--- src/rtl/priority_request_latch_4.sv ---
// Captures four request lines into sticky pending bits and issues the highest
// unmasked one (line 3 first) as a 2-bit code under a valid/ack handshake.
module priority_request_latch_4 #(
    parameter bit EDGE_DETECT = 1'b1
) (
    input  logic       Clock_In,
    input  logic       Reset_n_In,
    input  logic       Enable_In,
    input  logic       Request_0_In,
    input  logic       Request_1_In,
    input  logic       Request_2_In,
    input  logic       Request_3_In,
    input  logic [3:0] Mask_In,
    input  logic       Ack_In,
    input  logic       Clear_Overrun_In,
    output logic       Valid_Out,
    output logic [1:0] Encoded_Value_Out,
    output logic [3:0] Pending_Out,
    output logic [3:0] Overrun_Out
);

    typedef enum logic {IDLE, ISSUED} state_t;

    state_t     state, state_nxt;
    logic [3:0] req, req_q, evt, cand, clr_vec, ovr_set;
    logic [3:0] pending, overrun;
    logic [1:0] code, code_nxt, sel;
    logic       ack_fire;

    assign req  = {Request_3_In, Request_2_In, Request_1_In, Request_0_In};
    assign evt  = EDGE_DETECT ? (req & ~req_q) : req;
    assign cand = pending & ~Mask_In;

    always_comb begin
        sel = 2'd0;
        casez (cand)
            4'b1???: sel = 2'd3;
            4'b01??: sel = 2'd2;
            4'b001?: sel = 2'd1;
            default: sel = 2'd0;
        endcase
    end

    // Once issued, the code is frozen until acked; nothing can preempt it.
    always_comb begin
        state_nxt = state;
        code_nxt  = code;
        ack_fire  = 1'b0;
        case (state)
            IDLE: begin
                if (Enable_In && (cand != 4'd0)) begin
                    state_nxt = ISSUED;
                    code_nxt  = sel;
                end
            end
            ISSUED: begin
                if (Ack_In) begin
                    state_nxt = IDLE;
                    code_nxt  = 2'd0;
                    ack_fire  = 1'b1;
                end
            end
            default: begin
                state_nxt = IDLE;
                code_nxt  = 2'd0;
            end
        endcase
    end

    // A new event on the line being acked re-sets pending and is not an overrun.
    assign clr_vec = ack_fire ? (4'b0001 << code) : 4'd0;
    assign ovr_set = EDGE_DETECT ? (evt & pending & ~clr_vec) : 4'd0;

    always_ff @(posedge Clock_In or negedge Reset_n_In) begin
        if (!Reset_n_In) begin
            state   <= IDLE;
            code    <= 2'd0;
            req_q   <= 4'd0;
            pending <= 4'd0;
            overrun <= 4'd0;
        end else begin
            state   <= state_nxt;
            code    <= code_nxt;
            req_q   <= req;
            pending <= (pending & ~clr_vec) | evt;
            overrun <= (Clear_Overrun_In ? 4'd0 : overrun) | ovr_set;
        end
    end

    assign Valid_Out         = (state == ISSUED);
    assign Encoded_Value_Out = code;
    assign Pending_Out       = pending;
    assign Overrun_Out       = overrun;

endmodule

--- config.mk ---
export PLATFORM = sky130hd
export DESIGN_NAME = priority_request_latch_4
export DESIGN_NICKNAME = d
export VERILOG_FILES = /design/src/rtl/priority_request_latch_4.sv
export SDC_FILE = /design/constraint.sdc
export NUM_CORES = 1
export LEC_CHECK = 0
export BUFFER_PORTS_ARGS = -buffer_cell sky130_fd_sc_hd__buf_4
export CORE_ASPECT_RATIO = 0.9
export CORE_MARGIN = 1.5
export CORE_UTILIZATION = 40
export CTS_CLUSTER_DIAMETER = 200
export DETAILED_ROUTE_END_ITERATION = 10
export PLACE_DENSITY = 0.7
export SYNTH_ARGS = -nofsm -noshare
export SYNTH_HDL_FRONTEND = slang
export SYNTH_SLANG_ARGS = --single-unit
export TNS_END_PERCENT = 1
--- constraint.sdc ---
create_clock -name Clock_In -period 1.06 [get_ports Clock_In]
set_input_delay 0.106 -clock Clock_In [delete_from_list [all_inputs] [get_ports Clock_In]]
set_output_delay 0.106 -clock Clock_In [all_outputs]
set_load 0.01 [all_outputs]
Word level (Yosys, flattened, before mapping) --
Index checks and enable logic that the tools add are counted.
Operators by class: add/subtract/negate cells 0, multiply operators 0, div/mod/pow operators 0, magnitude comparators 0, eq/ne operators 4, shift-type cells 1, mux-type cells 11, bitwise gates (word level) 11, reductions and logical operators 3
Operators by type and width (count):
- 4-bit AND | 5
- 4-bit inverter | 3
- 4-bit 2-to-1 mux | 2
- 4-bit bitwise OR | 2
- 2-bit case mux with 3 select lines | 1
- 1-bit 2-to-1 mux | 4
- 2-bit 2-to-1 mux | 2
- 2-bit inequality test, second input constant | 2
- 2-bit case mux with 2 select lines | 1
- 4-bit nonzero test | 1
- 1-bit by 2-bit left shift with 4-bit output, first input constant | 1
- 3-bit by 1-bit == test with 1-bit output, second input constant | 1
- 2-bit by 1-bit == test with 1-bit output, second input constant | 1
- 1-bit case mux with 2 select lines | 1
- 2-bit AND reduction | 1
- 1-bit logical AND | 1
- 1-bit inverter | 1
Word-level totals: bits in registers 15, bits in latches 0, bits in writable memories 0, bits in read-only memories 0, input port bits 13, output and inout port bits 11, logic and storage cells 35, memories kept 0

Depth between registers and ports, before layout --
Gate-level depths: netlist of run 1.
depth after elaboration 6, mapped depth 3, mapped depth without buffers 3

Worst setup path after synthesis of run 1 --
No wires, ideal clock.
path type reg2reg, start point register pending[2] (netlist: Pending_Out[2]), end point register code[0] (netlist: Encoded_Value_Out[0]), library setup time 0.079 ns, data arrival time 1.114 ns, required time 0.981 ns, path slack -0.133 ns, stages on the path, launching flop included 4, path buffers 0, period minus slack after synthesis 1.193 ns, cells stage by stage dfrtp_1 -> and2b_1 -> o41ai_4 -> mux2i_1
Between the ends: cells in the longest elaborated chain, start to end 5, elaborated cells between the ends (all ways) 10, classes of those cells 3 x eq/ne; 3 x mux; 1 x bitwise; 3 x reduce/logical
Ends and longest elaborated chain:
- start, declared | RTL line 26 | logic [3:0] pending, overrun;
- start signal, assigned | RTL line 85 | pending <= (pending & ~clr_vec) | evt;
- 4-bit AND (*) | RTL line 32 | assign cand = pending & ~Mask_In;
- 3-bit by 1-bit == test with 1-bit output, or another cell as far along | RTL line 36 | casez (cand)
- 2-bit case mux with 3 select lines / 1-bit logical AND (equally long branches) | RTL line 36, 51
- 2-bit 2-to-1 mux / 2-bit inequality test (equally long branches)
- 2-bit case mux with 2 select lines / 2-bit AND reduction (equally long branches)
- end signal, assigned | RTL line 83 | code <= code_nxt;
- end, declared | RTL line 27 | logic [1:0] code, code_nxt, sel;
Every way passes the cells marked *; elsewhere a longest branch is shown, timed or not. The select of a mux whose other input is x is not followed. A chain may end at the register's enable or synchronous reset.

Final worst setup path of run 1 --
start point register pending[0] (netlist: Pending_Out[0]), end point register code[0] (netlist: Encoded_Value_Out[0])
Between the ends: cells in the longest elaborated chain, start to end 5
Ends and longest elaborated chain:
- 4-bit AND | RTL line 32
- 4-bit nonzero test | RTL line 51 | if (Enable_In && (cand != 4'd0)) begin
- 1-bit logical AND | RTL line 51
- 2-bit inequality test (no source line)
- 2-bit AND reduction (no source line)
No other way between the ends.

==> results of run 1 <==
==> routing by layer <==
layer / vias to the layer above / wire, um / GRT usage
li1: 271 / - / -
met1: 242 / 624 / 0.2194
met2: 19 / 689 / 0.3382
met3: 2 / 104 / 0.08559
met4: 0 / 13 / 0.06818
met5: - / 0 / 0
==> metrics by stage <==
step                      TNS (ps)  setup WS [ps]  hold WS (ps)  total power [mW]
after floorplan             -219.5         -133.3        -189.6             1.088
after global placement      -142.5         -92.76        -31.64             1.532
after detailed placement    -206.6         -135.2        -30.47             1.555
after CTS                   -290.0         -136.3         28.96             1.968
after global routing        -800.5         -190.7         45.97             2.137
final                       -305.5         -135.0         30.18             2.009
==> sequential cells by signal (all words and copies together) (netlist names) <==
| name | cells |
|---|---|
| Overrun_Out | 4 |
| Pending_Out | 4 |
| req_q | 4 |
| Encoded_Value_Out | 2 |
| Valid_Out | 1 |
==> worst min path at each step <==
stage / startpoint / end / slack, ps / cells after the start
after floorplan: Reset_n_In / Encoded_Value_Out[0] / -190 / 0
after global placement: Reset_n_In / Overrun_Out[2] / -30 / 1
after detailed placement: Reset_n_In / Overrun_Out[2] / -30 / 1
after CTS: Clear_Overrun_In / Overrun_Out[1] / 30 / 2
after global routing: Clear_Overrun_In / Overrun_Out[3] / 50 / 2
final: Clear_Overrun_In / Overrun_Out[1] / 30 / 2
==> power groups by stage <==
stage / logic [mW] / clock network, mW / registers (mW)
detailed placement: 0.765 / 0 / 0.790
CTS: 0.841 / 0.339 / 0.788
global route: 0.960 / 0.363 / 0.814
finish: 0.879 / 0.327 / 0.803
global placement: 0.749 / 0 / 0.782
floorplan: 0.233 / 0 / 0.854
==> what timing repair did <==
action	CTS	global route
hold endpoints to repair	20	0
resized for setup	6	8
setup endpoints to repair	10	18
gates cloned	0	0
hold buffers	6	0
pin swaps	2	0
==> cell type report <==
class,count,area [um^2],area share
flip-flops and latches,15,375.4,0.3681
clock buffers,4,26.28,0.02577
repair buffers,40,337.8,0.3313
inverters,6,22.52,0.02209
well taps,15,18.77,0.01840
multi-input cells,33,239.0,0.2344
==> cell usage in the layout, fill, tap and decap left out <==
cell / instances
buf_4: 28
o31ai_2: 2
mux2i_1: 1
o21a_1: 1
nand2b_1: 5
clkbuf_1: 1
o21ai_1: 4
o21ai_2: 1
dlygate4sd3_1: 6
and2b_1: 1
nand3_1: 1
o22ai_1: 4
buf_6: 6
nor2b_4: 2
nand2_1: 7
a21oi_1: 1
nor2b_1: 2
inv_1: 6
o41ai_4: 1
clkbuf_4: 3
dfrtp_1: 15
==> critical path: stages, from the launching register on <==
cell	delay, ps
dfrtp_1	390
nor2b_4	140
o41ai_4	370
mux2i_1	220
==> cell families after synthesis <==
family | Yosys count
buf+inv | 6
flops | 15
mux | 1
compound gates | 14
simple gates | 18
==> flow_summary.toml, run 1 <==
[routing]
drtAntennaViolNets = 0
remaining_drc_errors = 3
vias = 534
vias_per_cell = 4.726
wl_per_cell_um = 12.66
totalWireLength_mm = 1.431
firstDrtPassIters = 7
drtIter0Drc = 6

[placement]
gp_congestion = 0.8223
portBuffers = 23
dp_cells = 103
placed_area_um2 = 889.6
dp_hpwl_mm = 1.094

[clocking]
postCtsSetupBuffers = 0
cts_htree_levels = 1
cts_root_buf = "clkbuf_4"
cts.sinks = 15
clk_latency_ps = 290
clockBufferDepth = 2
clk_pin_slew_ps = 80
cts-buffers-inserted = 3
cts_tree = "built"

[pwr]
clkPwrFrac = 0.163
internal_power_mw = 1.358
pwr-share-seq = 0.400
swShare = 0.3242
power-per-cell-area_mw_per_mm2 = 1971
p_comb_frac = 0.438
leakage_nw = 0.4999
peakVddDrop_mv = 1.447
switchingPower_mw = 0.6515

[layout]
antenna_cells = 0
final_area_mm2 = 0.001020
area_delta_synth_final_pct = 65.65
nets = 112
final_layout_size_suffix_gt1_frac = 0.4388
instances_no_fill = 113
fin_util = 0.7044
fillers = 103

[logic_synthesis]
synth-simple-area-share = 0.1667
syn-num-nets = 67
syn-mean-instance-area_um2 = 11.40
synth.distinct_cells = 16
synth_xor_xnor_area_share = 0
yosysMostFrequentCell = "dfrtp_1"
synth_compound_area_frac = 0.1707
yosys.area.top_type_share = 0.6098
synthTopCellsByArea = "dfrtp_1 (61%), nand2b_1 (5.1%), o41ai_4 (4.5%)"
synthTopCellsByCount = "dfrtp_1 (15), nand2_1 (7), inv_1 (6)"
synth_fa_ha_area_frac = 0
syn_area_um2 = 615.6
ys_warn_count = 0
synthArstFlopShare = 1.000
postSynthCellCount = 54
synth.mux.area_fraction = 0.01626
ys_ff_latch = 15
synth_top_family_by_area = "compound AO/OA/AOI/OAI gates"
synth_area_leader_cell = "dfrtp_1"
synth_flop_cell = "dfrtp_1"
ys_seq_area_frac = 0.6098
synth-edff-count = 0

[global_route]
grt_max_degree = 16
grt_pass1_wl_mm = 2.311
grt_overflow = 0
grt_pass1_vias = 537
antenna_found_initial = 0
grtUsageTotal = 0.1956

[sta]
finClkSkew_ps = 3.183
max_slew_margin = 0.8080
worst_pin_slew_ps = 287.4
fin_crit_ps = 1195
finalSetupViolCount = 5
drv_slew = 0
fin_ws_ps = -135.0
hold_viol_final = 0
rsz0062_at_grt = "yes"
fmax_mhz = 836.8
fin_crit_sh = 1.127

[floorplanning]
die_area_mm2 = 0.001784
coreArea_mm2 = 0.001448
die_height_um = 40.22
rows = 13
io_pins = 24
dieWidth_um = 44.35
start_util = 0.4252

[setup_path]
worstReg2RegEnd = "Encoded_Value_Out[0]"
startpoint = "Pending_Out[0]"
required_ps = 1280
cp-endpoint = "Encoded_Value_Out[0]"
reg2reg_slack_ps = -130
crit_arrival_ps = 1410
critPathLaunchType = "flip-flop"
endpoint_kind = "flip-flop"
worstPathMaxFanout = 2
r2r_cells = 3
path_class = "flip-flop to flip-flop"
r2r-start = "Pending_Out[0]"

[job]
max_cap_violations = 0

[worst_hold_path]
min_path_type = "primary input to flip-flop"

[status]
status = "finished, violations left"
violations = "DRC, setup timing"
Note: power is estimated with default switching activity, not from simulation.
==> run 2, diff against run 1 <==
--- a/config.mk
+++ b/config.mk
@@ -6,12 +6,11 @@
 export NUM_CORES = 1
 export LEC_CHECK = 0
 export BUFFER_PORTS_ARGS = -buffer_cell sky130_fd_sc_hd__buf_4
-export CORE_ASPECT_RATIO = 0.9
 export CORE_MARGIN = 1.5
-export CORE_UTILIZATION = 40
+export CORE_UTILIZATION = 45
 export CTS_CLUSTER_DIAMETER = 200
 export DETAILED_ROUTE_END_ITERATION = 10
-export PLACE_DENSITY = 0.7
+export PLACE_DENSITY = 0.75
 export SYNTH_ARGS = -nofsm -noshare
 export SYNTH_HDL_FRONTEND = slang
 export SYNTH_SLANG_ARGS = --single-unit
==> constraint.sdc (replaced) <==
create_clock -name Clock_In -period 1.19 [get_ports Clock_In]
set_input_delay 0.119 -clock Clock_In [delete_from_list [all_inputs] [get_ports Clock_In]]
set_output_delay 0.119 -clock Clock_In [all_outputs]
set_load 0.01 [all_outputs]
==> run 2 against run 1 <==
Compared with the run above: clock-buffer cell count is the same; critical path depth is the same; sequential power shrank 11%; clock skew shrank 2.1 ps; the run ends with setup timing left; global-route usage grew 0.65 points; critical endpoint unchanged.
==> flow_summary.toml, run 2 (synthesis results as in run 1) <==
[placement]
dp_hpwl_um = 971.9
portBuffers = 23
gp_congestion = 0.7243

[global_route]
grt_max_degree = 16
grt_pass1_vias = 519
antenna_found_initial = 0
grt_pass1_wl_mm = 2.070
grtUsageTotal = 0.2022
grt_overflow = 0

[clocking]
cts.sinks = 15
clockBufferDepth = 2
cts_root_buf = "clkbuf_4"
postCtsSetupBuffers = 0
cts-buffers-inserted = 3
cts_htree_levels = 1
clk_pin_slew_ps = 80
clk_latency_ps = 270
cts_tree = "built"

[job]
max_cap_violations = 0

[floorplanning]
die_height_um = 39.99
dieWidth_um = 39.99
coreArea_mm2 = 0.001285
die_area_mm2 = 0.001599
io_pins = 24
rows = 13
start_util = 0.4791

[setup_path]
worstPathMaxFanout = 3
path_class = "flip-flop to flip-flop"
cpMaxStageDelayCell = "dfrtp_1"
required_ps = 1390
critPathLaunchType = "flip-flop"
critical-path-max-stage-delay_ps = 390
r2r-start = "Pending_Out[1]"
endpoint_kind = "flip-flop"
reg2reg_slack_ps = -7
r2r_cells = 3
crit_arrival_ps = 1400
crit_chain = "nor2b_4, o41ai_4, mux2i_1"
worstReg2RegEnd = "Encoded_Value_Out[0]"

[status]
status = "finished, violations left"
violations = "setup timing"

[sta]
fmax_mhz = 835.3
fin_ws_ps = -7.139
rsz0062_at_grt = "yes"
whs_ps = 33.78
fin_crit_sh = 1.006
fin_crit_ps = 1197
max_slew_margin = 0.7672
finClkSkew_ps = 1.066
drv_slew = 0
finalSetupViolCount = 1
hold_viol_final = 0
worst_pin_slew_ps = 348.4

[routing]
firstDrtPassIters = 4
drtIter0Drc = 10
vias = 511
vias_per_cell = 4.913
remaining_drc_errors = 0
drtAntennaViolNets = 0
wl_per_cell_um = 12.66
totalWireLength_mm = 1.317

[layout]
layout_common_cells = "buf_4 (26), dfrtp_1 (15), nand2_1 (7)"
area_delta_synth_final_pct = 50.00
mostFrequentLayoutCell = "buf_4"
final_layout_size_suffix_gt1_frac = 0.3820
nets = 103
antenna_cells = 0

[pwr]
power-per-cell-area_mw_per_mm2 = 1728
leakage_nw = 0.4482
total_power_mw = 1.596
peakVddDrop_mv = 1.235

[worst_hold_path]
worstHoldStart = "Ack_In"
worstHoldPathCells = 2
min_to = "Valid_Out"
min_path_type = "primary input to flip-flop"
-- run 2: cell count changes in the layout (fill, tap and decap cells not counted) --
cell / previous run / this run
buf_6: 6 / 0
o21ai_0: 0 / 3
buf_4: 28 / 26
o21ai_1: 4 / 2
dlygate4sd3_1: 6 / 5
o21ai_2: 1 / 0
-- run 2: cell type report --
type / instances / area, um^2
Inverter: 6 / 22.52
Sequential cell: 15 / 375.4
Timing Repair Buffer: 31 / 245.2
Fill cell: 108 / 361.6
Clock buffer: 4 / 26.28
Tap cell: 15 / 18.77
Multi-Input combinational cell: 33 / 235.2
-- run 2: metrics by stage --
stage / cell area, um^2 / worst slack [ps] / setup TNS, ps / utilization / std cells
floorplan: 615.6 / -3.307 / -3.307 / - / 54
global placement: 829.5 / 40.46 / 0 / 0.6456 / 95
detailed placement: 829.5 / 9.712 / 0 / 0.6456 / 95
CTS: 913.4 / -15.12 / -15.12 / 0.7108 / 104
global route: 923.4 / -82.93 / -87.60 / 0.7186 / 104
finish: 923.4 / -7.139 / -7.139 / 0.7186 / 104
-- run 2: worst max-delay path: cells and delay by family (launching register included) --
| family | cells | cell delay [ps] |
|---|---|---|
| flops | 1 | 390 |
| compound gates | 1 | 380 |
| simple gates | 1 | 140 |
| mux | 1 | 220 |
-- run 2: what timing repair did --
item / 4_1_cts / 5_1_grt
hold buffers: 5 / 0
gates cloned: 0 / 0
gates resized for setup: 2 / 2
endpoints found under the setup margin: 1 / 3
hold endpoints to repair: 19 / 0
-- run 2: metal layers --
layer / GRT usage / vias up / share of wire
met2: 0.3306 / 19 / 0.50
met5: 0 / - / 0
met3: 0.05000 / 2 / 0.059
met1: 0.2575 / 233 / 0.44
met4: 0.07759 / 0 / 0.0084
li1: - / 257 / -
-- run 2: worst max path at each step --
stage / startpoint / endpoint / cells past startpoint
2_1_floorplan: Pending_Out[2] / Encoded_Value_Out[0] / 3
3_3_place_gp: Pending_Out[0] / Encoded_Value_Out[0] / 3
3_5_place_dp: Pending_Out[0] / Encoded_Value_Out[0] / 3
4_1_cts: Pending_Out[2] / Encoded_Value_Out[0] / 3
5_1_grt: Pending_Out[1] / Encoded_Value_Out[0] / 3
6_report: Pending_Out[1] / Encoded_Value_Out[0] / 3
-- run 2: report_power, final --
| part | leakage [nW] | switching [mW] | internal [mW] |
|---|---|---|---|
| sequential | 0.171 | 0.0958 | 0.620 |
| clock | 0.0150 | 0.146 | 0.130 |
| combinational | 0.262 | 0.279 | 0.324 |
